File: config.mk
export PLATFORM = sky130hd
export DESIGN_NAME = key_conditioner
export DESIGN_NICKNAME = d
export VERILOG_FILES = /design/src/rtl/key_conditioner.sv
export SDC_FILE = /design/constraint.sdc
export NUM_CORES = 1
export LEC_CHECK = 0
export BUFFER_PORTS_ARGS = -buffer_cell sky130_fd_sc_hd__buf_4
export CAP_MARGIN = 10
export CELL_PAD_IN_SITES_DETAIL_PLACEMENT = 1
export CELL_PAD_IN_SITES_GLOBAL_PLACEMENT = 1
export CORE_MARGIN = 2
export CORE_UTILIZATION = 43
export CTS_BUF_LIST = sky130_fd_sc_hd__clkbuf_4 sky130_fd_sc_hd__clkbuf_8 sky130_fd_sc_hd__clkbuf_16
export CTS_CLUSTER_SIZE = 25
export DETAILED_ROUTE_END_ITERATION = 6
export PLACE_DENSITY = 0.8
export SYNTH_ARGS = -nofsm -noshare
export SYNTH_HDL_FRONTEND = slang
export SYNTH_SLANG_ARGS = --single-unit
File: constraint.sdc
create_clock -name clk -period 3.67 [get_ports clk]
set_input_delay 0.1835 -clock clk [delete_from_list [all_inputs] [get_ports clk]]
set_output_delay 0.1835 -clock clk [all_outputs]
set_load 0.005 [all_outputs]
File: src/rtl/key_conditioner.sv
// Washer panel key conditioner: per-key 2-flop synchroniser, tick-based debounce and a
// hold FSM producing one-cycle press/release/long/repeat strobes.
module key_conditioner #(
    parameter int N_KEYS         = 5,
    parameter int ACTIVE_LOW     = 0,
    parameter int TICK_DIV       = 50000,
    parameter int DEBOUNCE_TICKS = 20,
    parameter int LONG_TICKS     = 1000,
    parameter int REPEAT_TICKS   = 200
) (
    input  logic              clk,
    input  logic              rst_n,
    input  logic [N_KEYS-1:0] key_raw,
    output logic [N_KEYS-1:0] key_level,
    output logic [N_KEYS-1:0] key_press,
    output logic [N_KEYS-1:0] key_release,
    output logic [N_KEYS-1:0] key_long,
    output logic [N_KEYS-1:0] key_repeat,
    output logic              tick
);

    localparam int PW       = (TICK_DIV > 1) ? $clog2(TICK_DIV) : 1;
    localparam int DW       = (DEBOUNCE_TICKS > 1) ? $clog2(DEBOUNCE_TICKS) : 1;
    localparam int HOLD_MAX = (LONG_TICKS > REPEAT_TICKS) ? LONG_TICKS : REPEAT_TICKS;
    localparam int HW       = (HOLD_MAX > 1) ? $clog2(HOLD_MAX) : 1;

    localparam logic [PW-1:0]     PRE_LAST  = PW'(TICK_DIV - 1);
    localparam logic [DW-1:0]     DEB_LAST  = DW'(DEBOUNCE_TICKS - 1);
    localparam logic [HW-1:0]     LONG_LAST = HW'(LONG_TICKS - 1);
    localparam logic [HW-1:0]     REP_LAST  = HW'(REPEAT_TICKS - 1);
    localparam logic [N_KEYS-1:0] RAW_IDLE  = (ACTIVE_LOW != 0) ? '1 : '0;

    typedef enum logic [1:0] {ST_IDLE, ST_HELD, ST_LONG} ch_state_t;

    logic [PW-1:0]     pre_cnt;
    logic [N_KEYS-1:0] sync_q1, sync_q2, s;
    logic [DW-1:0]     deb_cnt [N_KEYS];
    logic [N_KEYS-1:0] accept, press_acc, rel_acc;
    ch_state_t         state     [N_KEYS];
    ch_state_t         state_nxt [N_KEYS];
    logic [HW-1:0]     hold_cnt  [N_KEYS];
    logic [HW-1:0]     hold_nxt  [N_KEYS];
    logic [N_KEYS-1:0] long_nxt, repeat_nxt;

    // NOTE: sequential state uses non-blocking assignments so every flop samples pre-edge values.
    always_ff @(posedge clk) begin
        if (!rst_n)                  pre_cnt <= '0;
        else if (pre_cnt == PRE_LAST) pre_cnt <= '0;
        else                         pre_cnt <= pre_cnt + 1'b1;
    end

    assign tick = (pre_cnt == PRE_LAST);

    // Synchroniser resets to the released level so no phantom press follows reset.
    always_ff @(posedge clk) begin
        if (!rst_n) begin
            sync_q1 <= RAW_IDLE;
            sync_q2 <= RAW_IDLE;
        end else begin
            sync_q1 <= key_raw;
            sync_q2 <= sync_q1;
        end
    end

    assign s = sync_q2 ^ RAW_IDLE;

    // NOTE: every combinational output gets a default first, so no latch can be inferred.
    always_comb begin
        accept = '0;
        for (int i = 0; i < N_KEYS; i++)
            accept[i] = tick && (s[i] != key_level[i]) && (deb_cnt[i] == DEB_LAST);
    end

    assign press_acc = accept & ~key_level;
    assign rel_acc   = accept &  key_level;

    // NOTE: the small per-key counter arrays are flops, so they are reset like any other state.
    always_ff @(posedge clk) begin
        if (!rst_n) begin
            for (int i = 0; i < N_KEYS; i++) deb_cnt[i] <= '0;
            key_level   <= '0;
            key_press   <= '0;
            key_release <= '0;
        end else begin
            for (int i = 0; i < N_KEYS; i++) begin
                if ((s[i] == key_level[i]) || accept[i]) deb_cnt[i] <= '0;
                else if (tick)                           deb_cnt[i] <= deb_cnt[i] + 1'b1;
            end
            key_level   <= key_level ^ accept;
            key_press   <= press_acc;
            key_release <= rel_acc;
        end
    end

    always_comb begin
        long_nxt   = '0;
        repeat_nxt = '0;
        for (int i = 0; i < N_KEYS; i++) begin
            state_nxt[i] = state[i];
            hold_nxt[i]  = hold_cnt[i];
            case (state[i])
                ST_IDLE: begin
                    if (press_acc[i]) begin
                        state_nxt[i] = ST_HELD;
                        hold_nxt[i]  = '0;
                    end
                end
                ST_HELD: begin
                    // A release on the threshold tick wins and suppresses the long strobe.
                    if (rel_acc[i]) begin
                        state_nxt[i] = ST_IDLE;
                        hold_nxt[i]  = '0;
                    end else if (tick) begin
                        if (hold_cnt[i] == LONG_LAST) begin
                            long_nxt[i]  = 1'b1;
                            hold_nxt[i]  = '0;
                            state_nxt[i] = ST_LONG;
                        end else begin
                            hold_nxt[i] = hold_cnt[i] + 1'b1;
                        end
                    end
                end
                ST_LONG: begin
                    if (rel_acc[i]) begin
                        state_nxt[i] = ST_IDLE;
                        hold_nxt[i]  = '0;
                    end else if (tick) begin
                        if (hold_cnt[i] == REP_LAST) begin
                            repeat_nxt[i] = 1'b1;
                            hold_nxt[i]   = '0;
                        end else begin
                            hold_nxt[i] = hold_cnt[i] + 1'b1;
                        end
                    end
                end
                default: begin
                    state_nxt[i] = ST_IDLE;
                    hold_nxt[i]  = '0;
                end
            endcase
        end
    end

    always_ff @(posedge clk) begin
        if (!rst_n) begin
            for (int i = 0; i < N_KEYS; i++) begin
                state[i]    <= ST_IDLE;
                hold_cnt[i] <= '0;
            end
            key_long   <= '0;
            key_repeat <= '0;
        end else begin
            for (int i = 0; i < N_KEYS; i++) begin
                state[i]    <= state_nxt[i];
                hold_cnt[i] <= hold_nxt[i];
            end
            key_long   <= long_nxt;
            key_repeat <= repeat_nxt;
        end
    end

endmodule

# Word level (Yosys, flattened, before mapping)
# Memory sizes are Yosys's and may differ from the RTL's.
# Index checks and enable logic that the tools add are counted.
[totals] reg_bits=51 mem_bits_rw=85 input_bits=7 word_cells=266 n_memories=3
[op_classes] n_addsub=11 eq_ne=36 muxes=133 bitwise_logic=36 reduce_logical=31
[memory_table] name="hold_cnt" words=5 width=10 rd=5 rd_clocked_by_memory_dff=0 wr=5 line_no="41" text="logic [HW-1:0] hold_cnt [N_KEYS];"
[memory_table] name="deb_cnt" words=5 width=5 rd=5 rd_clocked_by_memory_dff=0 wr=5 line_no="37" text="logic [DW-1:0] deb_cnt [N_KEYS];"
[memory_table] name="state" words=5 width=2 rd=5 rd_clocked_by_memory_dff=0 wr=5 line_no="39" text="ch_state_t state [N_KEYS];"
[op_table] op="$mux W10" n=40
[op_table] op="$pmux W10 S3" n=5
[op_table] op="$mux W2" n=30
[op_table] op="$add A10 B1 Y10 const B" n=5
[op_table] op="$eq A10 B10 Y1 const B" n=5
[op_table] op="$eq A10 B8 Y1 const B" n=5
[op_table] op="$mux W5" n=10
[op_table] op="$mux W1" n=43
[op_table] op="$reduce_or A4 Y1" n=10
[op_table] op="$pmux W2 S3" n=5
[op_table] op="$add A5 B1 Y5 const B" n=5
[op_table] op="$eq A5 B5 Y1 const B" n=5
[op_table] op="$or A1 B1 Y1" n=20
[op_table] op="$add A16 B1 Y16 const B" n=1
[op_table] op="$eq A16 B16 Y1 const B" n=1
[op_table] op="$not A1 Y1" n=12
[op_table] op="$and A5 B5 Y5" n=2
[op_table] op="$eq A2 B1 Y1 const B" n=5
[op_table] op="$eq A2 B2 Y1 const B" n=5
[op_table] op="$logic_and A1 B1 Y1" n=10
[op_table] op="$logic_not A2 Y1" n=5
[op_table] op="$eq A1 B1 Y1" n=5
[op_table] op="$logic_or A1 B1 Y1" n=5
[op_table] op="$ne A1 B1 Y1" n=5
[op_table] op="3 further kinds" n=3

# Logic depth before layout (Yosys ltp)
[depth] depth_word=9 depth_mapped=12 depth_no_buf=10

# Least setup slack after synthesis
# OpenSTA, ideal clock, no wires.
[synth_timing] path_type="reg-to-reg" start="register pre_cnt[0]" end="memory hold_cnt[0][18] (netlist name)" arrival_time_ps=2467 required_ps=3539 slack_ps=1072 path_stages_with_launch=13 n_path_buf=2 synth_period_minus_slack_ps=2598 path_cell_list="dfxtp_1 ha_1 and3_1 nand4_1 clkbuf_1 nor3b_1 ha_1 o21bai_1 a41oi_1 buf_4 nor4_1 xnor2_1 nor2_1"
[synth_rtl] element="start, declared" line_no="35" text="logic [PW-1:0] pre_cnt;"
[synth_rtl] element="start signal, assigned" line_no="49" text="else pre_cnt <= pre_cnt + 1'b1;"
[synth_rtl] element="end, declared" line_no="41"

==> results by group <==
STA
  – Min Tclk post-route: 3.18 ns
  – Final Slew Violations: 0
  – Setup-failing EPs final: 0
  – Max Freq: 0.314 GHz
  – Fin Setup TNS: 0 ns
  – Period utilization: 86.7%
  – Worst slew margin: 24.0%
  – RSZ-0062 raised after global routing: no
  – Worst clock skew: 0.00956 ns
  – Worst slew pin tran: 1.12 ns
  – Fin. Hold Viols: 0

Cells and area
  – Fillers: 1686
  – Nets: 787
  – Cell Count, Final, Fillers Out: 945
  – Layout cells sized above 1: 11.6%
  – Antenna cells: 0
  – Syn-to-layout area delta: 17.5%

Floorplanning
  – Cell Rows: 45
  – Die Wd: 127 um
  – Initial Util: 43.6%
  – IO Pins: 33
  – Chip Height: 127 um
  – Core Area: 15000 um^2
  – DIE AREA: 16200 um^2

CTS
  – CTS root buf: clkbuf_16
  – CTS Sinks: 136
  – CTS buffer count: 17
  – CTS Buffer Depth: 2
  – Skew-Pair Late Insertion Delay: 0.42 ns
  – Clk slew on worst S/H paths: 0.06 ns
  – CTS H-tree lvls: 4
  – CTS tree: yes

GRT
  – Vias in the first global route: 5558
  – Initial antenna violation count: 0
  – Largest net degree at the start of global routing: 56
  – Gr ovfl total: 0
  – First-pass GRT wire length: 27.0 mm
  – Total global-route track usage: 20.8%

Yosys
  – Synth Area in XOR/XNOR: 10.0%
  – Ranking of synthesized cells by area: dfxtp_1 34%, edfxtp_1 11%, xor2_1 7.1%
  – Share of the synthesized area in the top cell type: 33.9%
  – Post-synth EDFFs: 25
  – Avg Inst Size Synth: 9.44 um^2
  – Cell variety after synth: 54
  – Most used flip-flop cell after synthesis: dfxtp_1
  – Post-synthesis mux area share: 1.68%
  – Mapped Nets: 737
  – Mapped cell area: 6550 um^2
  – Post-synthesis sequential area ratio: 45.4%
  – Yosys warnings: 0
  – Post-Synthesis Cells: 694
  – Synth Area in Compound Gates: 8.00%
  – Number of synthesized register bits: 136
  – Yosys top cell by area: dfxtp_1
  – Adder-cell share of the synthesized area: 6.87%
  – FFs w/ async S/R, synth: 0%
  – Main combinational cell family by area after synthesis: simple AND/OR/NAND/NOR gates
  – Post-Synth Simple-Gate Area: 25.3%

Power and ir drop
  – Power per cell area: 447 nW/um^2
  – Worst VDD drop: 363 uV
  – Psw: 700 uW
  – Comb power frac: 1.7%
  – Power Internal: 2.74 mW
  – Net Sw Frac: 20.3%
  – Clock share of power: 53.4%
  – Seq pwr share: 44.8%
  – Pleak: 2.91 nW

Critical path
  – CP Launch Type: flip-flop
  – Crit path max fanout: 10
  – RR Startpoint: pre_cnt[6]
  – CP Cell Sequence: nor4b_2 -> nand4_1 -> buf_4 -> nor3b_1 -> ha_1 -> o21bai_1 -> o21ai_1 -> a22oi_2 -> nor2_1
  – R2r endpoint: hold_cnt[0][49]
  – Top Family by Delay on Critical Path: compound AO/OA/AOI/OAI gates
  – FF-to-FF path depth: 9
  – CP peak stage delay: 0.54 ns
  – Setup crit end kind: flip-flop
  – R2R setup slack: 0.49 ns
  – CP arrival: 3.46 ns
  – Crit path max-delay cell type: a22oi_2
  – CP Class: flip-flop to flip-flop
  – Buf/Inv on CP: 1
  – Critical Path RT: 3.95 ns

Placed design
  – Dpl cells: 903
  – Hpwl dp: 11.0 mm
  – IO Port Bufs: 32
  – Routability cong.: 0.805

Routing
  – Initial DRC Count: 254
  – Final ANT Viol Nets: 0
  – DR vias/cell: 5.37
  – Drc violations: 0
  – Routed len/inst: 16.9 um
  – 1st-pass router iterations: 4
  – WL final: 16.0 mm
  – Routed vias: 5074

Hold path
  – HP Class: input port to flip-flop
  – Worst hold stages: 2
  – Worst hold path startpoint: rst_n
  – Hold Path Sink: state[0][5]

Status
  – Status: finished, final reports clean

Run
  – Max Cap Viol: 0
==> how the worst max path moves through the flow <==
| stage | start | to | cells past startpoint |
|---|---|---|---|
| floorplan | pre_cnt[0] | hold_cnt[0][18] | 12 |
| global placement | pre_cnt[0] | hold_cnt[0][38] | 10 |
| detailed placement | pre_cnt[6] | hold_cnt[0][39] | 9 |
| CTS | pre_cnt[6] | hold_cnt[0][39] | 9 |
| global route | pre_cnt[6] | hold_cnt[0][41] | 9 |
| finish | pre_cnt[6] | hold_cnt[0][49] | 9 |
==> per-layer routing <==
layer  up-vias  share of wire (%)  GRT usage, %
met3        30                2.5          4.36
met4         0                2.2          7.30
li1       2503                  -             -
met5         -                  0             0
met2        64                 53          38.3
met1      2477                 42          23.7
==> metrics by stage <==
stage,setup WS [ns],hold WS (ns),area (um^2),power (mW),utilization (%)
after floorplan,1.07,0.311,6550,1.61,-
after CTS,0.120,0.306,7660,3.47,51.0
after global placement,0.514,0.391,6970,1.62,46.4
final,0.486,0.304,7700,3.44,51.2
after global routing,0.209,0.335,7700,3.56,51.2
after detailed placement,0.238,0.397,6970,1.63,46.4
==> flip-flops by register name, summed over array words and instances, names as in the netlist <==
signal,count
deb_cnt,25
hold_cnt,50
key_level,5
key_long,5
key_press,5
key_release,5
key_repeat,5
pre_cnt,16
s,5
state,10
sync_q1,5
==> what timing repair did <==
| action | CTS | global route |
|---|---|---|
| setup buffers | 0 | 5 |
| gates resized for setup | 0 | 0 |
| setup endpoints to repair | 0 | 20 |
| hold endpoints to repair | 5 | 0 |
| hold buffers | 5 | 0 |
==> placed cells by master, fill, tap and decap left out, drive strengths merged, types with 8 or more instances in the layout <==
cell type / synthesis / final
nor3: 21 / 21
nor2b: 14 / 14
nor2: 107 / 107
nand2b: 9 / 9
nand2: 49 / 49
nor4: 11 / 11
a21oi: 8 / 8
nand3: 37 / 37
and2: 23 / 23
ha: 36 / 36
xor2: 53 / 53
mux2i: 11 / 11
o21ai: 22 / 22
o211ai: 14 / 14
buf: 8 / 40
clkbuf: 6 / 23
nand4: 10 / 10
dfxtp: 111 / 111
xnor2: 22 / 22
inv: 27 / 30
edfxtp: 25 / 25
==> synthesized netlist by cell type, types with 3 or more instances <==
cell type	count
edfxtp_1	25
or3_1	3
o21bai_1	6
a21oi_1	8
clkbuf_1	6
nand2b_1	9
nor2_1	107
xnor2_1	22
o21ai_2	4
nor3_1	21
or4bb_1	3
and3_1	6
o21a_1	3
nor2b_1	14
nand2_1	48
o21ai_0	16
nand4_1	10
inv_1	27
xor2_1	53
dfxtp_1	111
ha_1	36
o2111ai_1	4
nor4_1	11
or4_1	5
mux2i_1	11
nor4b_1	3
buf_2	3
and2_1	23
o211ai_1	14
nand3b_1	6
a31oi_1	3
nor3b_1	6
nand3_1	37
==> power groups by stage <==
stage,logic [mW],registers (mW),clock network [mW]
2_1_floorplan,0.0375,1.57,0
4_1_cts,0.0588,1.54,1.87
3_5_place_dp,0.0535,1.57,0
6_report,0.0599,1.54,1.84
3_3_place_gp,0.0507,1.57,0
5_1_grt,0.0670,1.54,1.96
==> cell families after synthesis <==
kind of cell               count (synthesis)
muxes                                     11
buffers and inverters                     41
DFF                                      136
xor gates and xnor gates                  75
AOI/OAI and AO/OA                         72
adders and majority gates                 36
and+or+nand+nor                          323
==> area by class of cell <==
cell class              count  area (um^2)  area share, %
clock buffers              23          507           6.58
clock inverters             9          136           1.77
inverters                  27          101           1.32
multi-input cells         517         3400           44.1
flip-flops and latches    136         2970           38.6
well taps                 188          235           3.05
repair buffers             45          350           4.55
(Power assumes the default switching activity.)
